===== src/rtl/onehot_pulse_pkg.sv =====
// Shared types and helpers for the one-hot pulse decoder: FSM state enum and
// an index-to-one-hot decode function, reusable alongside the priority encoder.
package onehot_pulse_pkg;

    localparam int unsigned MAX_N = 8;

    typedef enum logic {
        IDLE,
        HOLD
    } state_t;

    // Callers truncate the 2**MAX_N-bit result to their own width with a cast.
    function automatic logic [2**MAX_N-1:0] onehot_decode(input logic [MAX_N-1:0] idx);
        logic [2**MAX_N-1:0] v;
        v      = '0;
        v[idx] = 1'b1;
        return v;
    endfunction

endpackage


===== src/rtl/pulse_hold_counter.sv =====
// Loadable down-counter for the pulse hold duration; expire flags the last
// hold cycle (count == 1).
module pulse_hold_counter #(
    parameter int WIDTH = 4
) (
    input  logic             clk,
    input  logic             reset,
    input  logic             load,
    input  logic [WIDTH-1:0] load_val,
    input  logic             dec,
    output logic [WIDTH-1:0] count,
    output logic             expire
);

    always_ff @(posedge clk) begin
        if (reset) begin
            count <= '0;
        end else if (load) begin
            count <= load_val;
        end else if (dec && (count != '0)) begin
            count <= count - WIDTH'(1);
        end
    end

    assign expire = (count == WIDTH'(1));

endmodule


===== src/rtl/onehot_pulse_decoder.sv =====
// Decodes an accepted index into a registered one-hot pulse held for max(hold,1)
// cycles. Optional sticky 'seen' output enabled by `define ONEHOT_PULSE_SEEN_EN.
module onehot_pulse_decoder
    import onehot_pulse_pkg::*;
#(
    parameter int n     = 2,
    parameter int HOLDW = 4
) (
    input  logic              clk,
    input  logic              reset,
    input  logic              in_valid,
    output logic              in_ready,
    input  logic [n-1:0]      in,
    input  logic [HOLDW-1:0]  hold,
    output logic [2**n-1:0]   out,
`ifdef ONEHOT_PULSE_SEEN_EN
    output logic [2**n-1:0]   seen,
`endif
    output logic              out_valid
);

    localparam int W = 2**n;

    state_t           state, state_next;
    logic             accept, load, dec, expire;
    logic [HOLDW-1:0] load_val, count;
    logic [W-1:0]     out_q, out_next;

    pulse_hold_counter #(
        .WIDTH (HOLDW)
    ) u_hold_counter (
        .clk      (clk),
        .reset    (reset),
        .load     (load),
        .load_val (load_val),
        .dec      (dec),
        .count    (count),
        .expire   (expire)
    );

    always_comb begin
        state_next = state;
        out_next   = out_q;
        in_ready   = 1'b0;
        out_valid  = 1'b0;
        load       = 1'b0;
        dec        = 1'b0;
        load_val   = (hold == '0) ? HOLDW'(1) : hold;

        case (state)
            IDLE: in_ready = 1'b1;
            HOLD: begin
                in_ready  = expire;
                out_valid = 1'b1;
            end
            default: ;
        endcase

        accept = in_valid && in_ready;

        // An accept in the final hold cycle reloads directly, so no gap cycle appears.
        if (accept) begin
            state_next = HOLD;
            load       = 1'b1;
            out_next   = W'(onehot_decode(MAX_N'(in)));
        end else if (state == HOLD) begin
            dec = 1'b1;
            if (expire) begin
                state_next = IDLE;
                out_next   = '0;
            end
        end
    end

    always_ff @(posedge clk) begin
        if (reset) begin
            state <= IDLE;
            out_q <= '0;
        end else begin
            state <= state_next;
            out_q <= out_next;
        end
    end

    assign out = out_q;

`ifdef ONEHOT_PULSE_SEEN_EN
    always_ff @(posedge clk) begin
        if (reset) begin
            seen <= '0;
        end else if (accept) begin
            seen <= seen | out_next;
        end
    end
`endif

endmodule


===== config.mk =====
export PLATFORM = sky130hd
export DESIGN_NAME = onehot_pulse_decoder
export DESIGN_NICKNAME = d
export VERILOG_FILES = /design/src/rtl/onehot_pulse_pkg.sv /design/src/rtl/pulse_hold_counter.sv /design/src/rtl/onehot_pulse_decoder.sv
export SDC_FILE = /design/constraint.sdc
export NUM_CORES = 1
export LEC_CHECK = 0
export BUFFER_PORTS_ARGS = -buffer_cell sky130_fd_sc_hd__buf_4
export CELL_PAD_IN_SITES_DETAIL_PLACEMENT = 1
export CELL_PAD_IN_SITES_GLOBAL_PLACEMENT = 1
export CORE_MARGIN = 10
export CORE_UTILIZATION = 32
export CTS_CLUSTER_SIZE = 8
export DETAILED_ROUTE_END_ITERATION = 6
export GPL_TIMING_DRIVEN = 1
export PLACE_DENSITY = 0.75
export SYNTH_ARGS = -nofsm -noshare
export SYNTH_HDL_FRONTEND = slang
export SYNTH_HIERARCHICAL = 1
export SYNTH_SLANG_ARGS = --single-unit

===== constraint.sdc =====
create_clock -name clk -period 2 [get_ports clk]
set_clock_uncertainty 0.15 [all_clocks]
set_input_delay 0.3 -clock clk [delete_from_list [all_inputs] [get_ports clk]]
set_output_delay 0.3 -clock clk [all_outputs]
set_load 0.02 [all_outputs]

==> results of run 1 <==
## cell families (layout without fill, tap and decap cells)
family                     Yosys count  in the layout  synth area share [%]
DFF                                  9              9                  34.0
buffers and inverters               10             32                  7.09
and+or+nand+nor                     25             25                  30.3
AOI/OAI and AO/OA                   12             12                  23.9
adders and majority gates            2              2                  4.73
## state kept, by name (all words and copies together), names as in the netlist
register / flops
state: 1
out: 4
u_hold_counter/count: 4
## worst max-delay path, cell delays in order, from the launching register on
cell and delay, ps:
dfxtp_1 320, buf_4 140, inv_2 80, ha_2 190, or3b_4 440, and3_1 180, or3_1 330
## cells in the final DEF, fill, tap and decap left out, types with 2 or more instances in the layout
cell type and count:
nand2_1 3, inv_1 3, dfxtp_1 9, nor2_1 4
a2111oi_2 2, nor2b_1 2, nor3_1 5, clkbuf_4 3
buf_4 22, inv_2 2, a32o_2 4
## cells in the mapped netlist
library cell / count / area share, %
a2111oi_0: 1 / 1.7
a2111oi_2: 2 / 5.7
a211oi_1: 1 / 1.4
a21boi_0: 1 / 1.4
a21oi_2: 1 / 1.7
a311o_1: 1 / 1.9
a311oi_1: 1 / 1.7
a32o_2: 4 / 8.5
and2_2: 1 / 1.4
and3_1: 1 / 1.2
and4_1: 1 / 1.7
and4b_1: 1 / 1.9
clkbuf_1: 4 / 2.8
dfxtp_1: 9 / 34
ha_1: 2 / 4.7
inv_1: 5 / 3.5
inv_2: 1 / 0.71
nand2_1: 3 / 2.1
nor2_1: 4 / 2.8
nor2b_1: 2 / 2.4
nor2b_4: 1 / 2.6
nor3_1: 5 / 4.7
nor3b_1: 1 / 1.4
nor3b_2: 1 / 2.4
or2_1: 1 / 1.2
or2_2: 1 / 1.2
or3_1: 1 / 1.2
or3b_4: 1 / 2.1
## through the flow
step           total power, mW  cell area [um2]
6_report                 0.545              767
5_1_grt                  0.583              767
4_1_cts                  0.530              726
3_5_place_dp             0.380              698
3_3_place_gp             0.375              698
2_1_floorplan            0.317              553
## layout make-up
type,count,area (um2)
clock buffer,3,22.5
clock inverter,1,5.00
fill,179,774
inverter,6,25.0
multi-input combinational,39,349
sequential,9,180
tap,16,20.0
timing repair buffer,22,165
## metal layers
metal | track usage, % | routed length (um)
met5 | 0 | 0
met4 | 6.58 | 40
met3 | 2.92 | 50
met2 | 12.7 | 758
met1 | 9.33 | 643
## power by group through the flow
stage                     sequential, mW  clock (mW)  combinational (mW)
after floorplan                    0.217           0              0.0994
after global placement             0.213           0               0.162
after detailed placement           0.214           0               0.166
after CTS                          0.209       0.154               0.166
after global routing               0.211       0.162               0.210
final                              0.209       0.146               0.190
## repair_timing
action,in CTS,in global routing
endpoints found under the hold margin,0,0
setup buffers,0,2
gates resized for setup,0,7
setup endpoints to repair,0,4
## worst max path at each step
stage	end	slack, ps	cells after the start
floorplan	u_hold_counter/count[0]$_SDFFE_PP0P_	20	10
global placement	u_hold_counter/count[0]$_SDFFE_PP0P_	70	6
detailed placement	u_hold_counter/count[0]$_SDFFE_PP0P_	50	9
CTS	u_hold_counter/count[0]$_SDFFE_PP0P_	40	9
global route	u_hold_counter/count[0]$_SDFFE_PP0P_	-10	6
finish	u_hold_counter/count[0]$_SDFFE_PP0P_	70	6
==> reports/metrics.cfg, run 1 <==
[status]
outcome = finished clean

[power_and_ir_drop]
leakage_nw = 0.357
clkPwrFrac_pct = 26.9
p_per_area_nw_per_um2 = 711
p_switching_mw = 0.182
p_int_mw = 0.364
power_frac_comb_pct = 34.8
ir_worst_vdd_mv = 0.317
pwr-share-seq_pct = 38.3
swShare_pct = 33.3

[worst_hold_path]
hp-start = in_valid
hold_end = state$_SDFF_PP0_
hp-class = input port to register
whs_path_depth = 3

[routing]
drt-vias-per-instance = 5.28
wire_per_inst_um = 15.5
drtIter0Drc = 3
drt-total-wl_mm = 1.49
route.vias.total = 507
ant_nets = 0
first_pass_iters = 3
drcViolationCount = 0

[clock_tree]
clkTransAtPathRegs_ps = 70
cts_buffers = 3
htree_num_levels = 1
clk-insertion-delay-late_ps = 270
cts_tree = built
cts_buffer_depth = 2
cts.sinks = 9
root_buffer = clkbuf_4
hold_buffers = 0

[placed_design]
placedCellCount = 90
gp_congestion = 0.767
post-place-ws_ps = 48.9
numPortBuffers = 14
hpwl_mm = 1.10

[yosys]
syn_avg_cell_area_um2 = 9.13
syn_inst = 58
ys_types = 28
syn_area_um2 = 529
syn_nets = 69
yosysSeqAreaShare_pct = 34.0
ys.warnings.count = 6
ys_ff_latch = 9

[worst_setup_path]
r2r_end = u_hold_counter/count[0]$_SDFFE_PP0P_
r2r_start = u_hold_counter/count[0]$_SDFFE_PP0P_
cp_max_fo = 6
critPathLaunch = u_hold_counter/count[0]$_SDFFE_PP0P_
rrSetupSlack_ps = 70
critical_path_arrival_ps = 1940
worst-r2r-cell-count = 6
cp.required_ps = 2010
critPathKind = register to register
critPathLaunchType = register
critPathCaptureType = register

[die]
chipHeight_um = 60.7
start_util_pct = 34.3
dieArea_um2 = 3680
io_pins = 15
coreArea_um2 = 1540
placementRows = 14
die_width_um = 60.7

[sta]
setup_tns_ps = 0
tightest_slew_ps = 341
hold_slack_ps = 136
slew_headroom_pct = 77.1
period_needed_ps = 1930
hold_viol_final = 0
fin_ws_ps = 70.5
setup_viol = 0
fmax_ghz = 0.518
slew_violations = 0
fin_crit_sh_pct = 96.5

[global_routing]
overflow = 0
grt_pass1_wl_mm = 2.30
grt.total_usage_pct = 8.37
grt_pass1_vias = 515
grt_start_max_net_pins = 12
antenna_found_initial = 0

[final_layout]
finalNetCount = 92
layoutNonFillerInstCount = 96
area_growth_syn_to_layout_pct = 44.9
diodes = 0
drive_gt1_share_pct = 56.3
final_util_pct = 49.8

[run]
drv_cap = 0

(Power assumes the default switching activity.)
==> run 2, diff against run 1 <==
CORE_UTILIZATION = 35   (was 32)
PLACE_DENSITY = 0.77   (was 0.75)
clock period = 1.8 ns   (was 2 ns; I/O delays follow)
==> run 2 against run 1 <==
The flow now finishes with violations (negative setup slack). Via count up 6.3%. Combinational power up 23%. Hold slack worse by 20 ps. Count of clock-buffer cells in the layout increased by 1. Critical path type unchanged.
==> reports/metrics.cfg, run 2 (same netlist as run 1, synthesis figures left out) <==
[worst_hold_path]
hp-class = input port to register

[placed_design]
numPortBuffers = 14
place_area_um2 = 726
gp_congestion = 0.688
hpwl_mm = 1.18
post-place-ws_ps = -39.9
placedCellCount = 90

[global_routing]
overflow = 0
grt_pass1_wl_mm = 2.81
grt_pass1_vias = 586
antenna_found_initial = 0
grt.total_usage_pct = 10.7
grt_start_max_net_pins = 12

[power_and_ir_drop]
swShare_pct = 32.9
leakage_nw = 0.386
power_frac_comb_pct = 36.6
ir_worst_vdd_mv = 0.476
pwr-share-seq_pct = 37.3
p_int_mw = 0.429
p_switching_mw = 0.210
clkPwrFrac_pct = 26.0
p_per_area_nw_per_um2 = 772

[clock_tree]
cts.sinks = 9
cts_buffers = 3
hold_buffers = 0
clk-insertion-delay-late_ps = 280
cts_tree = built
root_buffer = clkbuf_4
cts_buffer_depth = 2
clkTransAtPathRegs_ps = 60
htree_num_levels = 1

[worst_setup_path]
cp_max_fo = 6
worst-path-stages = 5
max_stage_delay_ps = 430
rrSetupSlack_ps = -70
critPathLaunchType = register
cp_slowest_cell = or3b_4
cp.required_ps = 1800
critPathKind = register to register
critPathLaunch = u_hold_counter/count[0]$_SDFFE_PP0P_
r2r_end = u_hold_counter/count[0]$_SDFFE_PP0P_
critPathCaptureType = register
cp.buffers_inverters = 1
worst-r2r-cell-count = 5
cpLargestDelayFamily = simple AND/OR/NAND/NOR gates
r2r_start = u_hold_counter/count[0]$_SDFFE_PP0P_
path_cells = inv_1 -> ha_1 -> or3b_4 -> and3_1 -> or3_1
crit_end = u_hold_counter/count[0]$_SDFFE_PP0P_
critical_path_arrival_ps = 1870

[die]
io_pins = 15
die_width_um = 58.9
start_util_pct = 38.7
coreArea_um2 = 1370
dieArea_um2 = 3470
chipHeight_um = 58.9
placementRows = 13

[routing]
drt-vias-per-instance = 5.39
first_pass_iters = 4
drtIter0Drc = 5
route.vias.total = 539
drcViolationCount = 0
ant_nets = 0
wire_per_inst_um = 16.7
drt-total-wl_mm = 1.67

[final_layout]
multi_input_comb_area_um2 = 367
area_growth_syn_to_layout_pct = 56.5
register_area_um2 = 185
fin_area_um2 = 828
fillers = 167
layoutNonFillerInstCount = 100
diodes = 0
finalNetCount = 97
drive_gt1_share_pct = 60.0
layout_common_cells = buf_4 (23), dfxtp_1 (7)
final_common_cell = buf_4

[sta]
setup_viol = 3
slew_headroom_pct = 78.9
hold_viol_final = 0
fin_ws_ps = -70.7
setup_tns_ps = -95.6
tightest_slew_ps = 316
slew_violations = 0
fmax_ghz = 0.535
rsz0062_at_grt = true
fin_crit_sh_pct = 104
hold_slack_ps = 116
period_needed_ps = 1870

[run]
drv_cap = 0

[status]
violations = negative setup slack
outcome = finished, violations left

[run 2: metal layers]
layer	vias up	wire, um	global-route usage (%)
li1	271	-	-
met1	256	705	11.8
met2	8	838	16.5
met3	4	91	5.79
met4	0	34	4.92
met5	-	0	0
[run 2: stage by stage]
step | power, mW | utilization, %
after floorplan | 0.359 | -
after global placement | 0.429 | 53.1
after detailed placement | 0.437 | 53.1
after CTS | 0.622 | 57.8
after global routing | 0.685 | 60.6
final | 0.639 | 60.6
[run 2: how the worst min path moves through the flow]
stage                             start                   to  slack, ps  cells after the start
CTS                            in_valid     state$_SDFF_PP0_        110                      3
finish                            in[1]  out[2]$_SDFFE_PP0P_        120                      2
global placement    out[3]$_SDFFE_PP0P_  out[3]$_SDFFE_PP0P_        310                      1
detailed placement  out[3]$_SDFFE_PP0P_  out[3]$_SDFFE_PP0P_        310                      1
floorplan                         reset     state$_SDFF_PP0_        190                      1
global route                      in[1]  out[2]$_SDFFE_PP0P_        110                      2
[run 2: final cells by class]
class	instances	share of cell area, %
clock buffer	4	3.17
inverter	6	3.02
multi-input combinational	40	44.3
sequential	9	22.4
tap	15	2.27
timing repair buffer	26	24.9
[run 2: power groups by stage]
stage | Clock (mW) | Combinational [mW] | Sequential [mW]
final | 0.166 | 0.234 | 0.239
after global routing | 0.189 | 0.255 | 0.242
after CTS | 0.170 | 0.214 | 0.238
after detailed placement | 0 | 0.196 | 0.242
after global placement | 0 | 0.187 | 0.242
after floorplan | 0 | 0.115 | 0.245
[run 2: what timing repair did]
item	in CTS	in global routing
resized for setup	2	6
endpoints found under the setup margin	2	9
pin swaps	0	3
cloned	1	0
buffers inserted	3	2
